`src/rtl/dual_puf_pkg.sv`:
```
`default_nettype none
// ==================================================================
// dual_puf_pkg: shared types, constants and helpers for the CRP engine
// Rev 1.0
// ==================================================================
package dual_puf_pkg;

    localparam int MAX_N = 128;

    typedef enum logic [2:0] {
        ST_IDLE   = 3'd0,
        ST_FIRE   = 3'd1,
        ST_SETTLE = 3'd2,
        ST_NEXT   = 3'd3,
        ST_DONE   = 3'd4
    } state_t;

    // Taps at bits N-1, N-2, N-27, N-29 for N=128
    localparam logic [MAX_N-1:0] DEF_TAPS =
        {1'b1, 1'b1, 24'b0, 1'b1, 1'b0, 1'b1, 99'b0};

    localparam logic [MAX_N-1:0] FALLBACK_SEED = '1;

    function automatic int cnt_w(input int resp_w);
        return $clog2(resp_w + 1);
    endfunction

endpackage
`default_nettype wire

```
`src/rtl/dual_puf_crp_engine_if.sv`:
```
`default_nettype none
// ==================================================================
// dual_puf_crp_engine_if: host and PUF-core signals of the CRP engine
// Optional: PUF_STABLE_MASK_EN adds stable_mask.  Rev 1.0
// ==================================================================
interface dual_puf_crp_engine_if
    import dual_puf_pkg::*;
#(
    parameter int N      = 128,
    parameter int RESP_W = 32
);
    localparam int CW = cnt_w(RESP_W);

    logic              start;
    logic              mode;
    logic [N-1:0]      seed;
    logic              busy;
    logic              puf_mode;
    logic [N-1:0]      puf_sel;
    logic              puf_in;
    logic              puf_out;
    logic [RESP_W-1:0] resp;
    logic              resp_valid;
    logic              resp_ready;
    logic [CW-1:0]     unstable_cnt;
`ifdef PUF_STABLE_MASK_EN
    logic [RESP_W-1:0] stable_mask;

    modport master (
        output start, mode, seed, puf_out, resp_ready,
        input  busy, puf_mode, puf_sel, puf_in, resp, resp_valid,
               unstable_cnt, stable_mask
    );
    modport slave (
        input  start, mode, seed, puf_out, resp_ready,
        output busy, puf_mode, puf_sel, puf_in, resp, resp_valid,
               unstable_cnt, stable_mask
    );
`else
    modport master (
        output start, mode, seed, puf_out, resp_ready,
        input  busy, puf_mode, puf_sel, puf_in, resp, resp_valid,
               unstable_cnt
    );
    modport slave (
        input  start, mode, seed, puf_out, resp_ready,
        output busy, puf_mode, puf_sel, puf_in, resp, resp_valid,
               unstable_cnt
    );
`endif

endinterface
`default_nettype wire

```
`src/rtl/dual_puf_crp_engine_lfsr.sv`:
```
`default_nettype none
// ==================================================================
// puf_lfsr: loadable Fibonacci LFSR producing the challenge sequence
// Rev 1.0
// ==================================================================
module puf_lfsr
    import dual_puf_pkg::*;
#(
    parameter int            N        = 128,
    parameter logic [N-1:0]  TAP_MASK = DEF_TAPS[N-1:0]
) (
    input  wire logic         clk,
    input  wire logic         reset,
    input  wire logic         load,
    input  wire logic [N-1:0] load_val,
    input  wire logic         step,
    output logic      [N-1:0] state
);
    logic [N-1:0] state_q;
    logic [N-1:0] state_d;

    always_comb begin
        state_d = state_q;
        if (load) begin
            state_d = load_val;
        end else if (step) begin
            state_d = {state_q[N-2:0], ^(state_q & TAP_MASK)};
        end
    end

    always_ff @(posedge clk) begin
        if (!reset) begin
            state_q <= '0;
        end else begin
            state_q <= state_d;
        end
    end

    assign state = state_q;

endmodule
`default_nettype wire

```
`src/rtl/dual_puf_crp_engine.sv`:
```
`default_nettype none
// ==================================================================
// dual_puf_crp_engine: LFSR-sequenced, majority-voted PUF CRP engine
// Optional: PUF_STABLE_MASK_EN adds stable_mask.  Rev 1.0
// ==================================================================
module dual_puf_crp_engine
    import dual_puf_pkg::*;
#(
    parameter int           N        = 128,
    parameter int           RESP_W   = 32,
    parameter int           VOTES    = 5,
    parameter int           SETTLE   = 4,
    parameter logic [N-1:0] TAP_MASK = DEF_TAPS[N-1:0]
) (
    input  wire logic              clk,
    input  wire logic              reset,
    dual_puf_crp_engine_if.slave   bus
);
    localparam int VW = $clog2(VOTES + 1);
    localparam int SW = $clog2(SETTLE + 1);
    localparam int BW = (RESP_W > 1) ? $clog2(RESP_W) : 1;
    localparam int CW = cnt_w(RESP_W);

    state_t            state_q;
    logic [VW-1:0]     ones_q, votes_q, ones_d, votes_d;
    logic [SW-1:0]     settle_q;
    logic [BW-1:0]     bitcnt_q;
    logic [RESP_W-1:0] resp_q;
    logic [CW-1:0]     unst_q;
    logic              busy_q, valid_q, puf_in_q, mode_q;
    logic              vote_last, bit_d, unanimous_d, lfsr_load, lfsr_step;
    logic [N-1:0]      seed_d, chal;
`ifdef PUF_STABLE_MASK_EN
    logic [RESP_W-1:0] mask_q;
`endif

    always_comb begin
        ones_d      = ones_q + VW'(bus.puf_out);
        votes_d     = votes_q + VW'(1);
        vote_last   = (state_q == ST_SETTLE) && (settle_q == SW'(SETTLE - 1));
        bit_d       = ones_d > VW'(VOTES / 2);
        unanimous_d = (ones_d == '0) || (ones_d == VW'(VOTES));
        seed_d      = (bus.seed == '0) ? FALLBACK_SEED[N-1:0] : bus.seed;
        lfsr_load   = (state_q == ST_IDLE) && bus.start;
        lfsr_step   = vote_last && (votes_d == VW'(VOTES));
    end

    puf_lfsr #(.N(N), .TAP_MASK(TAP_MASK)) u_lfsr (
        .clk      (clk),
        .reset    (reset),
        .load     (lfsr_load),
        .load_val (seed_d),
        .step     (lfsr_step),
        .state    (chal)
    );

    always_ff @(posedge clk) begin
        if (!reset) begin
            state_q  <= ST_IDLE;
            ones_q   <= '0;
            votes_q  <= '0;
            settle_q <= '0;
            bitcnt_q <= '0;
            resp_q   <= '0;
            unst_q   <= '0;
            busy_q   <= 1'b0;
            valid_q  <= 1'b0;
            puf_in_q <= 1'b0;
            mode_q   <= 1'b0;
`ifdef PUF_STABLE_MASK_EN
            mask_q   <= '0;
`endif
        end else begin
            case (state_q)
                ST_IDLE: begin
                    if (bus.start) begin
                        mode_q   <= bus.mode;
                        busy_q   <= 1'b1;
                        bitcnt_q <= '0;
                        resp_q   <= '0;
                        unst_q   <= '0;
`ifdef PUF_STABLE_MASK_EN
                        mask_q   <= '0;
`endif
                        state_q  <= ST_FIRE;
                    end
                end
                ST_FIRE: begin
                    puf_in_q <= 1'b1;
                    settle_q <= '0;
                    state_q  <= ST_SETTLE;
                end
                ST_SETTLE: begin
                    if (!vote_last) begin
                        settle_q <= settle_q + SW'(1);
                    end else begin
                        puf_in_q <= 1'b0;
                        if (votes_d < VW'(VOTES)) begin
                            ones_q  <= ones_d;
                            votes_q <= votes_d;
                            state_q <= ST_FIRE;
                        end else begin
                            // Vote resolution folded into the last settle edge
                            resp_q[bitcnt_q] <= bit_d;
`ifdef PUF_STABLE_MASK_EN
                            mask_q[bitcnt_q] <= unanimous_d;
`endif
                            if (!unanimous_d) begin
                                unst_q <= unst_q + CW'(1);
                            end
                            ones_q   <= '0;
                            votes_q  <= '0;
                            bitcnt_q <= bitcnt_q + BW'(1);
                            state_q  <= (bitcnt_q == BW'(RESP_W - 1)) ? ST_DONE : ST_FIRE;
                        end
                    end
                end
                ST_DONE: begin
                    if (!valid_q) begin
                        valid_q <= 1'b1;
                    end else if (bus.resp_ready) begin
                        valid_q <= 1'b0;
                        busy_q  <= 1'b0;
                        state_q <= ST_IDLE;
                    end
                end
                default: state_q <= ST_IDLE;
            endcase
        end
    end

    assign bus.busy         = busy_q;
    assign bus.puf_mode     = mode_q;
    assign bus.puf_sel      = chal;
    assign bus.puf_in       = puf_in_q;
    assign bus.resp         = resp_q;
    assign bus.resp_valid   = valid_q;
    assign bus.unstable_cnt = unst_q;
`ifdef PUF_STABLE_MASK_EN
    assign bus.stable_mask  = mask_q;
`endif

endmodule
`default_nettype wire

```
`src/flat_wrapper.sv`:
```
// flat-port wrapper written by rule: the top's interface ports become plain ports
module dual_puf_crp_engine_flat import dual_puf_pkg::*;
#(
    parameter int           N        = 128,
    parameter int           RESP_W   = 32,
    parameter int           VOTES    = 5,
    parameter int           SETTLE   = 4,
    parameter logic [N-1:0] TAP_MASK = DEF_TAPS[N-1:0]
)
  (clk, reset, bus_start, bus_mode, bus_seed, bus_puf_out, bus_resp_ready, bus_busy, bus_puf_mode, bus_puf_sel, bus_puf_in, bus_resp, bus_resp_valid, bus_unstable_cnt);
  dual_puf_crp_engine_if #(.N(N), .RESP_W(RESP_W)) bus_i ();
  input  wire logic clk;
  input  wire logic reset;
  input wire logic [$bits(bus_i.start)-1:0] bus_start;
  input wire logic [$bits(bus_i.mode)-1:0] bus_mode;
  input wire logic [$bits(bus_i.seed)-1:0] bus_seed;
  input wire logic [$bits(bus_i.puf_out)-1:0] bus_puf_out;
  input wire logic [$bits(bus_i.resp_ready)-1:0] bus_resp_ready;
  output wire logic [$bits(bus_i.busy)-1:0] bus_busy;
  output wire logic [$bits(bus_i.puf_mode)-1:0] bus_puf_mode;
  output wire logic [$bits(bus_i.puf_sel)-1:0] bus_puf_sel;
  output wire logic [$bits(bus_i.puf_in)-1:0] bus_puf_in;
  output wire logic [$bits(bus_i.resp)-1:0] bus_resp;
  output wire logic [$bits(bus_i.resp_valid)-1:0] bus_resp_valid;
  output wire logic [$bits(bus_i.unstable_cnt)-1:0] bus_unstable_cnt;
  assign bus_i.start = bus_start;
  assign bus_i.mode = bus_mode;
  assign bus_i.seed = bus_seed;
  assign bus_i.puf_out = bus_puf_out;
  assign bus_i.resp_ready = bus_resp_ready;
  assign bus_busy = bus_i.busy;
  assign bus_puf_mode = bus_i.puf_mode;
  assign bus_puf_sel = bus_i.puf_sel;
  assign bus_puf_in = bus_i.puf_in;
  assign bus_resp = bus_i.resp;
  assign bus_resp_valid = bus_i.resp_valid;
  assign bus_unstable_cnt = bus_i.unstable_cnt;
  dual_puf_crp_engine #(.N(N), .RESP_W(RESP_W), .VOTES(VOTES), .SETTLE(SETTLE), .TAP_MASK(TAP_MASK)) u_core (.clk(clk), .reset(reset), .bus(bus_i));
endmodule
```
`config.mk`:
```
export PLATFORM = sky130hd
export DESIGN_NAME = dual_puf_crp_engine_flat
export DESIGN_NICKNAME = d
export VERILOG_FILES = /design/src/rtl/dual_puf_pkg.sv /design/src/rtl/dual_puf_crp_engine_if.sv /design/src/rtl/dual_puf_crp_engine_lfsr.sv /design/src/rtl/dual_puf_crp_engine.sv /design/src/flat_wrapper.sv
export SDC_FILE = /design/constraint.sdc
export NUM_CORES = 1
export LEC_CHECK = 0
export BUFFER_PORTS_ARGS = -buffer_cell sky130_fd_sc_hd__buf_2
export CAP_MARGIN = 20
export CORE_MARGIN = 2
export CORE_UTILIZATION = 49
export CTS_BUF_LIST = sky130_fd_sc_hd__clkbuf_16
export DETAILED_ROUTE_END_ITERATION = 8
export GPL_ROUTABILITY_DRIVEN = 0
export GPL_TIMING_DRIVEN = 0
export PLACE_DENSITY = 0.86
export SETUP_SLACK_MARGIN = 0.05
export SLEW_MARGIN = 20
export SYNTH_ARGS = -nofsm -noshare
export SYNTH_HDL_FRONTEND = slang
export SYNTH_SLANG_ARGS = --single-unit
```
`constraint.sdc`:
```
create_clock -name clk -period 6.1 [get_ports clk]
set_input_delay 1.22 -clock clk [delete_from_list [all_inputs] [get_ports clk]]
set_output_delay 1.22 -clock clk [all_outputs]
set_load 0.05 [all_outputs]
```
== Word level (Yosys, flattened, before mapping) ==
Index checks and enable logic that the tools add are counted.

* Mux-type cells: 38
* $lt $le $gt $ge: 4
* Equality and inequality tests: 14
* Reduce and logical (&&, ||, !) cells: 21
* $add $sub $neg: 5

{| class="wikitable"
|+ Operators with widths
! kind !! count
|-
| $mux W128 || 3
|-
| $logic_not A128 Y1 || 1
|-
| $reduce_xor A128 Y1 || 1
|-
| $mux W32 || 3
|-
| $pmux W32 S2 || 1
|-
| $bwmux W32 || 1
|-
| $mux W3 || 9
|-
| $mux W6 || 4
|-
| $mux W5 || 3
|-
| $pmux W3 S4 || 1
|-
| $pmux W6 S2 || 1
|-
| $reduce_and A4 Y1 || 3
|-
| $ne A2 B2 Y1 const B || 5
|-
| $pmux W5 S2 || 1
|-
| $eq A3 B3 Y1 const B || 3
|-
| $reduce_and A2 Y1 || 4
|-
| $reduce_bool A2 Y1 || 4
|-
| $mux W1 || 7
|-
| $add A3 B1 Y3 const B || 2
|-
| $add A6 B1 Y6 const B || 1
|-
| $eq A3 B2 Y1 const B || 2
|-
| $logic_not A3 Y1 || 2
|-
| $lt A5 B6 Y1 const B || 1
|-
| $pmux W3 S2 || 1
|-
| 13 further kinds || 18
|}

* Bits of input ports: 134
* Word-level logic and storage cells: 94
* Output and inout port bits: 170
* Register bits: 187

== Logic depth before layout (Yosys ltp) ==
* Depth after elaboration: 8
* Mapped depth: 9
* Depth with buffers taken out: 7

== By module ==
A second synthesis with hierarchy kept.

* Cells, all modules: 1231
* Area, all modules: 10735.3 um2

{| class="wikitable"
|+ Modules (own cells, without submodules)
! module !! times used !! cells an instance !! area each (um2)
|-
| puf_lfsr || 1 || 700 || 6249.7
|-
| dual_puf_crp_engine || 1 || 531 || 4485.6
|}

== Least setup slack after synthesis ==
Ideal clock, no wire load.

* Path type: input-to-reg
* From: input bus_seed[65]
* To: register u_core.u_lfsr.state_q[100], in the netlist u_core.u_lfsr.state[100]
* Cell stages on the path: 7
* Path slack: 3223 ps
* Library setup time: 58 ps
* Data required time: 6042 ps
* Data arrival time: 2819 ps
* Buffers on the path: 2
* Cell sequence: nor4_1 nand4_1 or4_1 o21ai_2 buf_4 buf_6 o21a_1

* Longest elaborated chain between the ends: 3

{| class="wikitable"
|+ RTL lines
! element !! line !! RTL
|-
| start, declared || flat_wrapper.sv:16 || <nowiki>input wire logic [$bits(bus_i.seed)-1:0] bus_seed;</nowiki>
|-
| $logic_not A128 Y1 || dual_puf_crp_engine.sv:43 || <nowiki>seed_d = (bus.seed == '0) ? FALLBACK_SEED[N-1:0] : bus.seed;</nowiki>
|-
| $mux W128 || dual_puf_crp_engine.sv:43 ||
|-
| $mux W128 || dual_puf_crp_engine_lfsr.sv:24 || <nowiki>if (load) begin</nowiki>
|-
| end signal, assigned || dual_puf_crp_engine_lfsr.sv:35 || <nowiki>state_q <= state_d;</nowiki>
|-
| end, declared || dual_puf_crp_engine_lfsr.sv:19 || <nowiki>logic [N-1:0] state_q;</nowiki>
|}

No other way between the ends.
A chain may end at the register's enable or synchronous reset.

== Final worst setup path ==
* From: input bus_seed[20]
* To: register u_core.u_lfsr.state_q[81], in the netlist u_core.u_lfsr.state[81]

The elaborated chain is that of the path after synthesis.

==> qor.yml <==
status: "finished, final reports clean"
vias_per_cell: 5.87
dieWidth_um: 134
drive_gt1_share_pct: 41.6
finalCriticalPeriod_ns: 3.25
grt-ovfl-total: 0
synth_area_mm2: 0.00833
finalClockSkew_ns: 0.0103
slew_viol_final: 0
mostFrequentLayoutCell: "buf_2"
syn_to_final_growth_pct: 28.8
hold_slack_ns: 0.461
dr_total_vias: 8077
cp-start-kind: "primary input"
async_reset_ff_share_pct: 0
grt_max_degree: 17
layout_common_cells: "buf_2, dfxtp_1, o21a_1"
syn_nets: 963
slowest_delay_ns: 0.60
htree_levels: 4
path_buf_inv: 3
peakVddDrop_uv: 199
drv_cap: 0
internal-power_mw: 2.19
cts.sinks: 187
rows: 47
fmax_mhz: 307
synthCells: 817
net-switching-power_mw: 1.07
crit_type: "primary input to flip-flop"
core_mm2: 0.0166
synth-seq-cells: 187
hold_viol_final: 0
arrival_ns: 3.64
tightest_slew_ns: 0.704
grt_antenna_before_repair: 8
post_synth.cell_area_avg_um2: 10.2
yosysSeqAreaShare_pct: 45.0
wire_per_inst_um: 19.0
path_clk_slew_ns: 0.07
port_buffers: 302
cts_setup_buffers: 0
grt_pass1_wl_mm: 40.0
cts.path.max_buffers: 2
p_leak_nw: 4.82
cts_tree: "yes"
yosys_warnings: 0
slew_headroom_pct: 52.7
cp_max_fo: 10
post-route-period-util_pct: 53.4
grt_setup_unrepaired: "no"
crit_chain: "buf_2 > nor4_1 > nand4_1 > or4_1 > o21ai_2 > buf_4 > buf_6 > o21a_1"
grt_usage_pct: 27.8
root_buffer: "clkbuf_16"
netSwitchingFraction_pct: 32.8
power_frac_seq_pct: 42.4
ant_nets: 0
hold_class: "flip-flop to flip-flop"
critPathCaptureType: "flip-flop"
fin_tns_setup_ns: 0
first_pass_iters: 5
synth_edf_count: 0
setup_viol: 0
drc: 0
ys.flop_type: "dfxtp_1"
worstPathRequired_ns: 6.48
synth.distinct_cells: 41
drtIter0Drc: 468
dieArea_mm2: 0.0181
cts-resized-gates: 0
cts_hold_buf: 0
ios: 304
start_util_pct: 50.2
power.share.clock_pct: 35.1
wirelength_mm: 26.1
powerDensity_mw_per_mm2: 303
first_global_vias: 7685
p_comb_share_pct: 22.5
cts_buffers: 17
nets: 1284
clock_latency_ns: 0.44
die_h_um: 134
crit_slowest_cell: "or4_1"
crit_family: "simple AND/OR/NAND/NOR gates"
hpwl_mm: 19.9
## worst register-to-register path, stage by stage (launching register included)
cell	delay (ns)
dfxtp_1	0.36
ha_1	0.17
ha_1	0.22
and4bb_2	0.34
nand3_1	0.14
nand2_1	0.35
buf_2	0.33
clkbuf_1	0.40
o221a_2	0.28
o21a_1	0.12
## flip-flops by register name, indices dropped and copies added, names as in the netlist
signal	count
u_core.state_q	3
u_core.ones_q	3
u_core.bus.puf_in	1
u_core.votes_q	3
u_core.u_lfsr.state	128
u_core.settle_q	3
u_core.bus.busy	1
u_core.bus.resp_valid	1
u_core.bus.unstable_cnt	6
u_core.bus.resp	32
u_core.bitcnt_q	5
u_core.bus.puf_mode	1
## power groups by stage
stage	combinational [mW]	clock, mW	sequential [mW]
after detailed placement	0.731	0	1.40
after CTS	0.734	1.15	1.38
after floorplan	0.242	0	1.67
final	0.734	1.14	1.38
after global placement	0.723	0	1.40
after global routing	0.773	1.19	1.39
## kinds of logic (layout without fill, tap and decap cells)
logic type | after synthesis | in the layout | synth area share (%)
AO/OA/AOI/OAI | 294 | 294 | 31.5
XOR/XNOR | 11 | 11 | 1.34
adder cells (fa/ha/maj) | 12 | 12 | 1.80
buffers and inverters | 83 | 416 | 4.34
flip-flops | 187 | 187 | 45.0
multiplexers | 33 | 33 | 3.97
other | 0 | 7 | 0
AND/OR/NAND/NOR | 197 | 197 | 12.1
## metrics by stage
stage	worst slack (ns)	power (mW)	utilization, %	instances	area [um2]
5_1_grt	2.71	3.35	64.7	1376	10700
2_1_floorplan	3.22	1.92	-	817	8330
3_5_place_dp	2.36	2.13	61.0	1339	10100
4_1_cts	2.80	3.26	64.6	1370	10700
3_3_place_gp	2.31	2.12	61.0	1339	10100
6_report	2.85	3.25	64.7	1377	10700
## area by class of cell
cell class              count  area (um2)
diodes                      7        17.5
plain buffers              76         335
clock buffers              17         425
clock inverters            14         171
fillers                  1401        5850
inverters                   7        26.3
multi-input cells         547        4220
flip-flops and latches    187        3740
well taps                 220         275
repair buffers            302        1510
## synthesized netlist by cell type, types with 8 or more instances
cell / number / area, um2
nand4_1: 12 / 75.1
and3_1: 9 / 56.3
nor2b_1: 8 / 50.1
o221a_2: 126 / 1420
nand3_1: 16 / 80.1
ha_1: 12 / 150
nor4_1: 32 / 200
o21a_1: 127 / 953
buf_2: 13 / 65.1
nand2_1: 77 / 289
mux2i_1: 33 / 330
o21ai_0: 12 / 60.1
dfxtp_1: 187 / 3740
a21oi_1: 14 / 70.1
clkbuf_1: 57 / 214
nor2_1: 15 / 56.3
## metal layers
layer	share of wire [%]	wire length (um)	track usage [%]	vias to the layer above
met5	0.12	31	0	-
met4	3.4	886	12.2	4
met3	7.0	1820	6.76	70
met2	48	12600	46.6	316
met1	41	10800	33.8	3882
li1	-	-	-	3805
## final timing paths
kind                                        start                                    end  slack [ns]  cells after the start
setup / recovery                     bus_seed[20]   u_core.u_lfsr.state[81]$_SDFFE_PN0P_        2.85                      8
hold / removal    u_core.bus.resp[1]$_SDFFE_PN0P_        u_core.bus.resp[1]$_SDFFE_PN0P_        0.46                      2
setup reg to reg  u_core.settle_q[0]$_SDFFE_PN0P_  u_core.u_lfsr.state[101]$_SDFFE_PN0P_        3.34                      9
hold reg to reg   u_core.bus.resp[1]$_SDFFE_PN0P_        u_core.bus.resp[1]$_SDFFE_PN0P_        0.46                      2
(Power assumes the default switching activity.)
